File: src/rtl/hazard_fwd_unit_if.sv
// Signal bundle between the ID stage and the hazard/forwarding unit.
interface hazard_fwd_unit_if #(
  parameter int unsigned CNT_W = 16
);
  logic [4:0]       ID_rs1;
  logic [4:0]       ID_rs2;
  logic             ID_rs1_used;
  logic             ID_rs2_used;
  logic [4:0]       ID_waddr;
  logic             CU_rf_we;
  logic [1:0]       CU_wb_sel;
  logic [31:0]      EX_result;
  logic [31:0]      MEM_wdata;
  logic [31:0]      WB_wdata;
  logic             EX_br_taken;
  logic             rd1_op;
  logic             rd2_op;
  logic [31:0]      rd1_f;
  logic [31:0]      rd2_f;
  logic             stall_pc;
  logic             stall_ifid;
  logic             flush_ifid;
  logic             flush_idex;
  logic [CNT_W-1:0] stall_cnt;
  logic [CNT_W-1:0] flush_cnt;

  modport master (
    output ID_rs1, ID_rs2, ID_rs1_used, ID_rs2_used, ID_waddr, CU_rf_we, CU_wb_sel,
    output EX_result, MEM_wdata, WB_wdata, EX_br_taken,
    input  rd1_op, rd2_op, rd1_f, rd2_f, stall_pc, stall_ifid, flush_ifid, flush_idex,
    input  stall_cnt, flush_cnt
  );

  modport slave (
    input  ID_rs1, ID_rs2, ID_rs1_used, ID_rs2_used, ID_waddr, CU_rf_we, CU_wb_sel,
    input  EX_result, MEM_wdata, WB_wdata, EX_br_taken,
    output rd1_op, rd2_op, rd1_f, rd2_f, stall_pc, stall_ifid, flush_ifid, flush_idex,
    output stall_cnt, flush_cnt
  );
endinterface

File: src/rtl/hazard_fwd_unit.sv
// Hazard unit: shadows dest regs of EX/MEM/WB, forwards operands, inserts a
// single bubble on load-use and flushes on an EX redirect. Debug counters saturate.
module hazard_fwd_unit #(
  parameter logic [1:0]  WB_LOAD = 2'b01,
  parameter int unsigned CNT_W   = 16
) (
  input logic              clk,
  input logic              rst_n,  // active-high synchronous reset despite the name
  hazard_fwd_unit_if.slave hz
);

  typedef struct packed {
    logic       v;
    logic       we;
    logic [4:0] waddr;
    logic       ld;
  } slot_t;

  typedef struct packed {
    logic        lu;
    logic        op;
    logic [31:0] f;
  } fwd_t;

  slot_t            s_ex_q, s_mem_q, s_wb_q, s_ex_d;
  logic [CNT_W-1:0] stall_cnt_q, stall_cnt_d, flush_cnt_q, flush_cnt_d;
  fwd_t             fwd1, fwd2;
  logic             lu, redirect, bubble;

  function automatic logic slot_match(slot_t s, logic [4:0] r);
    return s.v && s.we && (s.waddr == r) && (r != 5'd0);
  endfunction

  // An EX-stage load has no data yet: flag load-use instead of forwarding.
  function automatic fwd_t fwd_sel(logic used, logic [4:0] r, slot_t ex, slot_t mem, slot_t wb,
                                   logic [31:0] ex_v, logic [31:0] mem_v, logic [31:0] wb_v);
    fwd_t o;
    o = '0;
    if (used) begin
      if (slot_match(ex, r)) begin
        if (ex.ld) begin
          o.lu = 1'b1;
        end else begin
          o.op = 1'b1;
          o.f  = ex_v;
        end
      end else if (slot_match(mem, r)) begin
        o.op = 1'b1;
        o.f  = mem_v;
      end else if (slot_match(wb, r)) begin
        o.op = 1'b1;
        o.f  = wb_v;
      end
    end
    return o;
  endfunction

  // Per-operand forwarding and hazard detection.
  always_comb begin
    fwd1     = fwd_sel(hz.ID_rs1_used, hz.ID_rs1, s_ex_q, s_mem_q, s_wb_q,
                       hz.EX_result, hz.MEM_wdata, hz.WB_wdata);
    fwd2     = fwd_sel(hz.ID_rs2_used, hz.ID_rs2, s_ex_q, s_mem_q, s_wb_q,
                       hz.EX_result, hz.MEM_wdata, hz.WB_wdata);
    lu       = fwd1.lu | fwd2.lu;
    redirect = hz.EX_br_taken;
    bubble   = lu | redirect;
  end

  // Outputs, all forced low while in reset; redirect overrides the stall.
  always_comb begin
    hz.rd1_op     = 1'b0;
    hz.rd2_op     = 1'b0;
    hz.rd1_f      = '0;
    hz.rd2_f      = '0;
    hz.stall_pc   = 1'b0;
    hz.stall_ifid = 1'b0;
    hz.flush_ifid = 1'b0;
    hz.flush_idex = 1'b0;
    if (!rst_n) begin
      hz.rd1_op     = fwd1.op;
      hz.rd2_op     = fwd2.op;
      hz.rd1_f      = fwd1.f;
      hz.rd2_f      = fwd2.f;
      hz.stall_pc   = lu & ~redirect;
      hz.stall_ifid = lu & ~redirect;
      hz.flush_ifid = redirect;
      hz.flush_idex = bubble;
    end
  end

  assign hz.stall_cnt = stall_cnt_q;
  assign hz.flush_cnt = flush_cnt_q;

  // Next slot entering EX and saturating counter increments.
  always_comb begin
    s_ex_d = '0;
    if (!bubble) begin
      s_ex_d.v     = 1'b1;
      s_ex_d.we    = hz.CU_rf_we;
      s_ex_d.waddr = hz.ID_waddr;
      s_ex_d.ld    = (hz.CU_wb_sel == WB_LOAD);
    end
    stall_cnt_d = stall_cnt_q;
    if (lu && !redirect && (stall_cnt_q != '1)) begin
      stall_cnt_d = stall_cnt_q + 1'b1;
    end
    flush_cnt_d = flush_cnt_q;
    if (redirect && (flush_cnt_q != '1)) begin
      flush_cnt_d = flush_cnt_q + 1'b1;
    end
  end

  // Shadow pipe advance and counter state.
  always_ff @(posedge clk) begin
    if (rst_n) begin
      s_ex_q      <= '0;
      s_mem_q     <= '0;
      s_wb_q      <= '0;
      stall_cnt_q <= '0;
      flush_cnt_q <= '0;
    end else begin
      s_ex_q      <= s_ex_d;
      s_mem_q     <= s_ex_q;
      s_wb_q      <= s_mem_q;
      stall_cnt_q <= stall_cnt_d;
      flush_cnt_q <= flush_cnt_d;
    end
  end

endmodule

File: src/flat_wrapper.sv
// flat-port wrapper written by rule: the top's interface ports become plain ports
module hazard_fwd_unit_flat 
#(
  parameter logic [1:0]  WB_LOAD = 2'b01,
  parameter int unsigned CNT_W   = 16
)
  (clk, rst_n, hz_ID_rs1, hz_ID_rs2, hz_ID_rs1_used, hz_ID_rs2_used, hz_ID_waddr, hz_CU_rf_we, hz_CU_wb_sel, hz_EX_result, hz_MEM_wdata, hz_WB_wdata, hz_EX_br_taken, hz_rd1_op, hz_rd2_op, hz_rd1_f, hz_rd2_f, hz_stall_pc, hz_stall_ifid, hz_flush_ifid, hz_flush_idex, hz_stall_cnt, hz_flush_cnt);
  hazard_fwd_unit_if #(.CNT_W(CNT_W)) hz_i ();
  input logic clk;
  input logic rst_n;
  input wire logic [$bits(hz_i.ID_rs1)-1:0] hz_ID_rs1;
  input wire logic [$bits(hz_i.ID_rs2)-1:0] hz_ID_rs2;
  input wire logic [$bits(hz_i.ID_rs1_used)-1:0] hz_ID_rs1_used;
  input wire logic [$bits(hz_i.ID_rs2_used)-1:0] hz_ID_rs2_used;
  input wire logic [$bits(hz_i.ID_waddr)-1:0] hz_ID_waddr;
  input wire logic [$bits(hz_i.CU_rf_we)-1:0] hz_CU_rf_we;
  input wire logic [$bits(hz_i.CU_wb_sel)-1:0] hz_CU_wb_sel;
  input wire logic [$bits(hz_i.EX_result)-1:0] hz_EX_result;
  input wire logic [$bits(hz_i.MEM_wdata)-1:0] hz_MEM_wdata;
  input wire logic [$bits(hz_i.WB_wdata)-1:0] hz_WB_wdata;
  input wire logic [$bits(hz_i.EX_br_taken)-1:0] hz_EX_br_taken;
  output wire logic [$bits(hz_i.rd1_op)-1:0] hz_rd1_op;
  output wire logic [$bits(hz_i.rd2_op)-1:0] hz_rd2_op;
  output wire logic [$bits(hz_i.rd1_f)-1:0] hz_rd1_f;
  output wire logic [$bits(hz_i.rd2_f)-1:0] hz_rd2_f;
  output wire logic [$bits(hz_i.stall_pc)-1:0] hz_stall_pc;
  output wire logic [$bits(hz_i.stall_ifid)-1:0] hz_stall_ifid;
  output wire logic [$bits(hz_i.flush_ifid)-1:0] hz_flush_ifid;
  output wire logic [$bits(hz_i.flush_idex)-1:0] hz_flush_idex;
  output wire logic [$bits(hz_i.stall_cnt)-1:0] hz_stall_cnt;
  output wire logic [$bits(hz_i.flush_cnt)-1:0] hz_flush_cnt;
  assign hz_i.ID_rs1 = hz_ID_rs1;
  assign hz_i.ID_rs2 = hz_ID_rs2;
  assign hz_i.ID_rs1_used = hz_ID_rs1_used;
  assign hz_i.ID_rs2_used = hz_ID_rs2_used;
  assign hz_i.ID_waddr = hz_ID_waddr;
  assign hz_i.CU_rf_we = hz_CU_rf_we;
  assign hz_i.CU_wb_sel = hz_CU_wb_sel;
  assign hz_i.EX_result = hz_EX_result;
  assign hz_i.MEM_wdata = hz_MEM_wdata;
  assign hz_i.WB_wdata = hz_WB_wdata;
  assign hz_i.EX_br_taken = hz_EX_br_taken;
  assign hz_rd1_op = hz_i.rd1_op;
  assign hz_rd2_op = hz_i.rd2_op;
  assign hz_rd1_f = hz_i.rd1_f;
  assign hz_rd2_f = hz_i.rd2_f;
  assign hz_stall_pc = hz_i.stall_pc;
  assign hz_stall_ifid = hz_i.stall_ifid;
  assign hz_flush_ifid = hz_i.flush_ifid;
  assign hz_flush_idex = hz_i.flush_idex;
  assign hz_stall_cnt = hz_i.stall_cnt;
  assign hz_flush_cnt = hz_i.flush_cnt;
  hazard_fwd_unit #(.WB_LOAD(WB_LOAD), .CNT_W(CNT_W)) u_core (.clk(clk), .rst_n(rst_n), .hz(hz_i));
endmodule
File: config.mk
export PLATFORM = sky130hd
export DESIGN_NAME = hazard_fwd_unit_flat
export DESIGN_NICKNAME = d
export VERILOG_FILES = /design/src/rtl/hazard_fwd_unit_if.sv /design/src/rtl/hazard_fwd_unit.sv /design/src/flat_wrapper.sv
export SDC_FILE = /design/constraint.sdc
export NUM_CORES = 1
export LEC_CHECK = 0
export BUFFER_PORTS_ARGS = -buffer_cell sky130_fd_sc_hd__buf_2
export CORE_MARGIN = 1
export CORE_UTILIZATION = 35
export CTS_CLUSTER_DIAMETER = 200
export DETAILED_ROUTE_END_ITERATION = 8
export SKIP_LAST_GASP = 1
export SLEW_MARGIN = 15
export SYNTH_ARGS = -nofsm -noshare
export SYNTH_HDL_FRONTEND = slang
export SYNTH_SLANG_ARGS = --single-unit
File: constraint.sdc
create_clock -name clk -period 3 [get_ports clk]
set_input_delay 0.3 -clock clk [delete_from_list [all_inputs] [get_ports clk]]
set_output_delay 0.3 -clock clk [all_outputs]
set_load 0.1 [all_outputs]
== Yosys cells after proc, flatten, opt, wreduce, memory -nomap -nowiden ==
Index checks and enable logic that the tools add are counted.

* $add $sub $neg: 2
* Bitwise gates (word level): 4
* Equality and inequality tests: 9
* Mux-type cells: 20
* Reductions and logical operators: 22

{| class="wikitable"
|+ Operator list
! cell !! count
|-
| 2-to-1 mux 33 bit || 7
|-
| 2-to-1 mux 34 bit || 2
|-
| 2-to-1 mux 32 bit || 2
|-
| adder 16 x 1 -> 16 bit, second input constant || 2
|-
| inequality test 16 bit, second input constant || 2
|-
| == test 5 bit || 6
|-
| logical AND 1 bit || 18
|-
| nonzero test 5 bit || 2
|-
| 2-to-1 mux 1 bit || 8
|-
| 2-to-1 mux 8 bit || 1
|-
| == test 2 x 1 -> 1 bit, second input constant || 1
|-
| OR 1 bit || 2
|-
| OR reduction 2 bit || 1
|-
| AND 1 bit || 1
|-
| zero test 1 bit || 1
|-
| NOT 1 bit || 1
|}

* Bits of input ports: 119
* Output and inout port bits: 102
* Word-level logic and storage cells: 69
* Register bits after elaboration: 54

== Depth between registers and ports, before layout ==
Gate-level depths: netlist of the first run.

* Depth after elaboration: 10
* Depth in mapped cells: 8
* Mapped depth without buffers: 7

== Worst setup path after synthesis of the first run ==
OpenSTA, ideal clock, no wires.

* Path type: input to output
* From: input port hz_ID_rs2[0]
* To: output port hz_rd2_f[12]
* Stages: 7
* Data required time: 2.700 ns
* Path slack: -1.155 ns
* Path buffers: 2
* Arrival time: 3.855 ns
* Cells stage by stage: clkbuf_2 -> xnor2_1 -> nand4_1 -> nor4_4 -> buf_2 -> a221oi_1 -> a211oi_1

* Longest elaborated chain between the ends: 8
* Elaborated cells on any way between the ends: 15
* Classes of those cells: eq/ne (3); mux (5); reduce/logical (7)

{| class="wikitable"
|+ Ends and longest elaborated chain
! item !! RTL line !! source
|-
| start: declaration || flat_wrapper.sv:12 || <nowiki>input wire logic [$bits(hz_i.ID_rs2)-1:0] hz_ID_rs2;</nowiki>
|-
| == test 5 bit || hazard_fwd_unit.sv:31 || <nowiki>return s.v && s.we && (s.waddr == r) && (r != 5'd0);</nowiki>
|-
| logical AND 1 bit (2 in series) || hazard_fwd_unit.sv:31 ||
|-
| 2-to-1 mux 33 bit || hazard_fwd_unit.sv:50 || <nowiki>end else if (slot_match(wb, r)) begin</nowiki>
|-
| 2-to-1 mux 33 bit || hazard_fwd_unit.sv:47 || <nowiki>end else if (slot_match(mem, r)) begin</nowiki>
|-
| 2-to-1 mux 33 bit (*) || hazard_fwd_unit.sv:40 || <nowiki>if (slot_match(ex, r)) begin</nowiki>
|-
| 2-to-1 mux 34 bit (*) || hazard_fwd_unit.sv:39 || <nowiki>if (used) begin</nowiki>
|-
| 2-to-1 mux 32 bit (*) || hazard_fwd_unit.sv:79 || <nowiki>if (!rst_n) begin</nowiki>
|-
| end: declaration || flat_wrapper.sv:25 || <nowiki>output wire logic [$bits(hz_i.rd2_f)-1:0] hz_rd2_f;</nowiki>
|}

Mark *: on every way between the ends. The rest lies on a longest branch, timed or not.

== Final worst setup path of the first run ==
* From: register u_core.s_ex_q[4] (netlist bit)
* To: output port hz_rd1_f[0]

* Longest elaborated chain between the ends: 6

{| class="wikitable"
|+ Ends and longest elaborated chain
! item !! RTL line !! source
|-
| start: declaration || hazard_fwd_unit.sv:25 || <nowiki>slot_t s_ex_q, s_mem_q, s_wb_q, s_ex_d;</nowiki>
|-
| start signal: assignment || hazard_fwd_unit.sv:116 || <nowiki>s_ex_q <= '0;</nowiki>
|-
| start signal: assignment || hazard_fwd_unit.sv:122 || <nowiki>s_ex_q <= s_ex_d;</nowiki>
|-
| == test 5 bit || hazard_fwd_unit.sv:31 ||
|-
| logical AND 1 bit (2 in series) || hazard_fwd_unit.sv:31 ||
|-
| 2-to-1 mux 33 bit || hazard_fwd_unit.sv:40 ||
|-
| 2-to-1 mux 34 bit || hazard_fwd_unit.sv:39 ||
|-
| 2-to-1 mux 32 bit || hazard_fwd_unit.sv:79 ||
|-
| end: declaration || flat_wrapper.sv:24 || <nowiki>output wire logic [$bits(hz_i.rd1_f)-1:0] hz_rd1_f;</nowiki>
|}

No other way between the ends.

==> flow_summary.toml, run 1 <==
[worst_hold_path]
min-delay-start = "hz_ID_waddr[4]"
hold_class = "input pin to register"

[synth]
synth_nets = 668
synth_top_area_share_pct = 24.8
ys_ff_latch = 54
ys_types = 56
yosysTopAreaCell = "dfxtp_1"
async_reset_ff_share_pct = 0
synthCells = 547
ys_warn_count = 0
syn_area_per_cell_um2 = 7.97
synthesis.area_mm2 = 0.00436
synth-edff-count = 0
yosysSeqAreaShare_pct = 24.8
synth_area_leaders = "dfxtp_1 (25%), a221oi_1 (9.0%), nand2_1 (7.9%), a211oi_1 (5.9%), xnor2_1 (5.6%)"
synth_flop_cell = "dfxtp_1"

[clock_network]
cts_tree = "yes"
ctsHoldBuffers = 0
clockRootBuffer = "clkbuf_16"
clock_path_buffers = 2
clk_latency_ps = 290
cts_inserted_buffers = 5
cts_max_level = 2
clkTransAtPathRegs_ps = 80
cts.sinks = 54

[power]
p_leak_uw = 0.00280
vdd_drop_max_mv = 0.253
power_density_mw_per_mm2 = 227

[worst_setup_path]
reg2reg_depth = 7
cp_data_required_time_ps = 2700
rrSetupSlack_ps = 790
crit_end = "hz_rd1_f[0]"
worstSetupPathType = "register to output pin"
worstPathArrival_ps = 2530
startpoint = "u_core.s_ex_q[4]$_SDFF_PP0_"
path_max_fanout = 29
cp-end-kind = "output pin"
r2r-start = "u_core.s_ex_q[4]$_SDFF_PP0_"
r2r-end = "u_core.hz.stall_cnt[8]$_SDFFE_PP0P_"
cp-start-kind = "register"

[global_route]
gr-usage-met3_pct = 3.08
first_global_vias = 5034
grt_max_degree = 51
grtUsageTotal_pct = 26.0
use_met2_pct = 42.8
grt_first_pass_wirelength_um = 26900
overflow = 0
grt_use_met1_pct = 33.9
antenna_found_initial = 1
gr-max-usage-layer = "met2"

[detailed_routing]
wire_per_inst_um = 18.6
vias = 5224
antenna_left = 0
vias_per_cell = 5.70
drt_iter0_markers = 334
wl_um = 17100
first_pass_iters = 4
drc_errors = 0

[placed_design]
post-place-ws_ps = 187
gp_congestion = 0.878
place_hpwl_um = 12500
port_buffers = 220

[layout]
seq_area_mm2 = 0.00108
fill_cells = 1040
multi_input_area_mm2 = 0.00352
nets = 867
synthToLayoutAreaGrowth_pct = 66.7
drive_gt1_share_pct = 47.4

[sta]
tightest_slew_ps = 686
timing.setup.tns_ps = 0
finalHoldViolCount = 0
post-route-worst-setup-slack_ps = 169
max_freq_mhz = 353
setup_viol = 0
fin_hold_ws_ps = 203
relSlewSlack_pct = 54.3
fin_crit_sh_pct = 94.4
finClkSkew_ps = 8.05
rsz0062_at_grt = "false"
period_needed_ps = 2830
finalMaxSlewViolations = 0

[floorplanning]
core_mm2 = 0.0121
die_h_um = 114
die-width_um = 114
ios = 221
core.rowCount = 40
dieArea_mm2 = 0.0129
initial_utilization_pct = 36.2

[run_status]
status = "complete, no violations"

[flow_run]
cap_violations = 0
[how the worst min path moves through the flow]
stage	slack [ps]	endpoint	cells past startpoint
final	200	u_core.s_ex_q[5]$_SDFF_PP0_	2
after global routing	200	u_core.s_ex_q[1]$_SDFF_PP0_	2
after CTS	190	u_core.s_ex_q[5]$_SDFF_PP0_	2
after detailed placement	460	u_core.s_wb_q[7]$_SDFF_PP0_	1
after global placement	450	u_core.s_wb_q[6]$_SDFF_PP0_	1
after floorplan	390	u_core.s_ex_q[7]$_SDFF_PP0_	1
[sequential cells by signal, indices dropped and copies added, names as in the netlist]
name and cells:
u_core.hz.flush_cnt 16, u_core.s_mem_q 7, u_core.hz.stall_cnt 16, u_core.s_ex_q 8, u_core.s_wb_q 7
[Yosys cell counts (all sizes together) (3+ instances only)]
| cell | number |
|---|---|
| a2111oi | 3 |
| a211oi | 35 |
| a21bo | 4 |
| a21oi | 45 |
| a221oi | 55 |
| a311oi | 10 |
| a31oi | 3 |
| and2 | 8 |
| and3 | 7 |
| and4 | 5 |
| buf | 23 |
| clkbuf | 23 |
| dfxtp | 54 |
| inv | 11 |
| nand2 | 92 |
| nand3 | 14 |
| nand3b | 5 |
| nand4 | 12 |
| nor2 | 31 |
| nor2b | 16 |
| nor3 | 14 |
| nor4 | 5 |
| or3 | 4 |
| or4 | 4 |
| xnor2 | 28 |
| xor2 | 16 |
[logic make-up after synthesis]
group,Yosys count,synth area share (%)
compound gates,165,31.0
mux,3,0.746
buf+inv,58,6.54
fa+ha+maj,2,0.574
simple gates,221,27.5
xor+xnor,44,8.84
flops,54,24.8
[per-stage QoR]
stage | power (uW) | utilization (%) | instance area (um2) | std cells
after floorplan | 917 | - | 4860 | 547
after global placement | 1050 | 58.8 | 7090 | 906
after detailed placement | 1060 | 58.8 | 7090 | 906
after CTS | 1670 | 60.1 | 7250 | 915
after global routing | 1720 | 60.3 | 7270 | 916
final | 1650 | 60.3 | 7270 | 917
[layer usage]
metal  share of wire (%)  vias to the layer above
met1                  43                     2522
li1                    -                     2452
met5                   0                        -
met3                 4.8                       42
met2                  48                      208
met4                 4.0                        0
[critical path, stage by stage (launching register included)]
cell      delay [ps]
dfxtp_1          340
xor2_1           170
nor3_2           320
and4_2           410
buf_12           240
a21oi_1           80
a221oi_2         420
buf_12           240
[repair_timing]
action | CTS | global route
gates resized for setup | 1 | 4
setup endpoints to repair | 2 | 8
buffers inserted | 0 | 0
endpoints found under the hold margin | 0 | 0
gates cloned | 1 | 0
pin swaps | 1 | 1
[final cells by class]
| class | count | area share, % |
|---|---|---|
| clock inverter | 3 | 0.396 |
| multi-input combinational | 436 | 48.4 |
| antenna | 2 | 0.0688 |
| inverter | 12 | 0.671 |
| clock buffer | 5 | 1.72 |
| tap | 168 | 2.89 |
| sequential | 54 | 14.9 |
| timing repair buffer | 237 | 31.0 |
[power breakdown]
group	total [uW]	leakage, uW	switching, uW	internal (uW)
Clock	605	0.0000763	284	321
Combinational	307	0.00229	196	111
Sequential	740	0.000438	12.5	728
[cell usage in the layout (no fill, tap or decap), types with 3 or more instances in the layout]
cell,instances
buf_2,155
nand2_1,91
buf_12,69
dfxtp_1,54
a21oi_1,42
nor2_1,30
xnor2_1,28
a211oi_2,28
a221oi_2,27
a221oi_1,23
xor2_1,16
nor2b_1,16
nand3_1,14
inv_1,11
buf_4,11
nand4_1,10
nor3_1,10
and2_1,8
and3_1,7
a311oi_2,7
a211oi_4,6
a221oi_4,5
nand3b_1,5
clkbuf_16,5
a21bo_2,4
nor3_2,3
nor4_4,3
a311oi_4,3
or3_1,3
and4_1,3
a2111oi_2,3
No activity file was read; power rests on OpenSTA's default activity.
==> inputs of run 2 (changes only) <==
--- a/config.mk
+++ b/config.mk
@@ -5,11 +5,13 @@
 export SDC_FILE = /design/constraint.sdc
 export NUM_CORES = 1
 export LEC_CHECK = 0
+export ABC_AREA = 1
 export BUFFER_PORTS_ARGS = -buffer_cell sky130_fd_sc_hd__buf_2
 export CORE_MARGIN = 1
 export CORE_UTILIZATION = 35
 export CTS_CLUSTER_DIAMETER = 200
 export DETAILED_ROUTE_END_ITERATION = 8
+export GPL_TIMING_DRIVEN = 0
 export SKIP_LAST_GASP = 1
 export SLEW_MARGIN = 15
 export SYNTH_ARGS = -nofsm -noshare
==> run 2 against run 1 <==
Against the previous run: non-clock buffer count grew 40; cell count grew 42%; clock skew is essentially flat; clock power grew 2%; maximum frequency is essentially flat; utilization shrank 12 points; largest power group unchanged.
==> flow_summary.toml, run 2 <==
[detailed_routing]
wire_per_inst_um = 15.6
drc_errors = 0
vias_per_cell = 5.24
vias = 6832
antenna_left = 0
wl_um = 20300
first_pass_iters = 5
drt_iter0_markers = 480

[sta]
max_freq_mhz = 353
relSlewSlack_pct = 46.9
finalMaxSlewViolations = 0
setup_viol = 0
rsz0062_at_grt = "true"
fin_crit_sh_pct = 94.4
finalHoldViolCount = 0
timing.setup.tns_ps = 0
tightest_slew_ps = 796
finClkSkew_ps = 8.07
period_needed_ps = 2830

[flow_run]
cap_violations = 0

[layout]
drive_gt1_share_pct = 33.7
nets = 1237
layout_commonest_cell = "buf_2"
fin_area_mm2 = 0.00699
synthToLayoutAreaGrowth_pct = 33.5
final_cell_mix = "buf_2 (216), nand2_1 (189), inv_1 (108), nand3_1 (106), nor2_1 (97)"
fill_cells = 1559

[worst_setup_path]
cp_data_required_time_ps = 2700
cp-start-kind = "register"
path_buf_inv = 3
path_delay_family = "buffers and inverters"
crit_chain = "inv_1 > o21ai_0 > nor2_1 > nand3_1 > clkbuf_1 > nand4_1 > a31oi_2 > buf_2"
cp-end-kind = "output pin"
path_max_fanout = 10
slowest_stage = "clkbuf_1"
worstPathArrival_ps = 2530
worstSetupPathType = "register to output pin"
max_stage_delay_ps = 490

[placed_design]
dpl_cell_area_mm2 = 0.00676
gp_congestion = 0.884
port_buffers = 219
place_hpwl_um = 15900

[synth]
synth_flop_cell = "dfxtp_1"
yosysMostFrequentCell = "nand2_1"
yosysTopAreaCell = "dfxtp_1"
synth_area_leaders = "dfxtp_1 (21%), nand2_1 (14%), nand3_1 (10%), inv_1 (7.7%), nor2_1 (7.0%)"
synth_top_area_share_pct = 20.7
async_reset_ff_share_pct = 0
yosysSeqAreaShare_pct = 20.7
synth_common_cells = "nand2_1 (189), inv_1 (108), nand3_1 (106), nor2_1 (98), dfxtp_1 (54)"
synthesis.area_mm2 = 0.00523
syn_area_per_cell_um2 = 5.88
ys_warn_count = 0
synth_nets = 1011
ys_types = 39
synth-edff-count = 0
synthCells = 890
ys_ff_latch = 54

[clock_network]
cts_inserted_buffers = 5
cts.sinks = 54
post_cts_buffers = 0
clkTransAtPathRegs_ps = 80
clk_latency_ps = 300
clockRootBuffer = "clkbuf_16"
cts_max_level = 2
clock_path_buffers = 2
cts_tree = "yes"

[floorplanning]
ios = 221
dieArea_mm2 = 0.0154
die_h_um = 124
core.rowCount = 44
initial_utilization_pct = 35.9
die-width_um = 124
core_mm2 = 0.0146

[power]
power_density_mw_per_mm2 = 237
vdd_drop_max_mv = 0.229
p_leak_uw = 0.00311

[global_route]
first_global_vias = 6126
grt_first_pass_wirelength_um = 32400
grt_max_degree = 20
antenna_found_initial = 4
overflow = 0
grtUsageTotal_pct = 25.5

[run_status]
status = "complete, no violations"

[worst_hold_path]
hold_class = "input pin to register"
-- run 2: changes by cell type in the layout (fill, tap and decap cells not counted), sizes merged, moves of 29 or more --
cell	previous run	this run
nand2	92	191
inv	13	118
nand4	12	48
clkbuf	7	54
a211oi	35	2
a221oi	55	0
a31oi	3	32
nand3	14	127
nor2	31	100
-- run 2: layout make-up --
| class | instances | area [um2] | share of cell area [%] |
|---|---|---|---|
| multi-input combinational | 661 | 3590 | 51.4 |
| buffer | 58 | 322 | 4.60 |
| sequential | 54 | 1080 | 15.5 |
| clock inverter | 3 | 28.8 | 0.412 |
| timing repair buffer | 219 | 1160 | 16.7 |
| inverter | 117 | 439 | 6.29 |
| clock buffer | 5 | 125 | 1.79 |
| antenna | 3 | 7.51 | 0.107 |
| tap | 184 | 230 | 3.30 |
-- run 2: path summary, 6_finish.rpt --
check             slack, ps  depth (start not counted)                              endpoint                                 from
setup / recovery        170                          8                           hz_rd2_f[0]         u_core.s_mem_q[1]$_SDFF_PP0_
hold / removal          170                          2           u_core.s_ex_q[0]$_SDFF_PP0_                      hz_CU_wb_sel[1]
setup reg to reg       1040                          9  u_core.hz.stall_cnt[10]$_SDFFE_PP0P_  u_core.hz.stall_cnt[1]$_SDFFE_PP0P_
hold reg to reg         420                          2           u_core.s_wb_q[6]$_SDFF_PP0_         u_core.s_mem_q[6]$_SDFF_PP0_
-- run 2: logic make-up after synthesis --
| family | synth area share [%] |
|---|---|
| AND/OR/NAND/NOR | 46.5 |
| buffers and inverters | 14.5 |
| adder cells (fa/ha/maj) | 0.478 |
| flip-flops | 20.7 |
| XOR/XNOR | 2.68 |
| AO/OA/AOI/OAI | 15.2 |
-- run 2: routing by layer --
layer	global-route usage [%]	vias to the layer above	part of all wire, %
met5	0	-	0.059
met1	33.5	3051	42
met4	7.44	2	2.7
li1	-	3386	-
met3	4.21	46	8.5
met2	42.8	347	47
-- run 2: report_power, final --
group,switching [uW],internal [uW]
Clock,300,320
Combinational,193,104
Sequential,8.98,727
-- run 2: timing repair --
action / 4_1_cts / 5_1_grt
hold buffers: 0 / 0
resized for setup: 0 / 27
endpoints found under the setup margin: 0 / 29
-- run 2: per-stage QoR --
stage                     instances  util (%)  total power [uW]  hold slack [ps]  setup WS [ps]
final                          1304      47.9              1650              170            167
after global routing           1303      47.9              1730              175          -30.2
after CTS                      1301      47.4              1670              175            131
after detailed placement       1293      46.3              1050              419            248
after global placement         1293      46.3              1050              412            273
after floorplan                 890         -               895              372           29.1
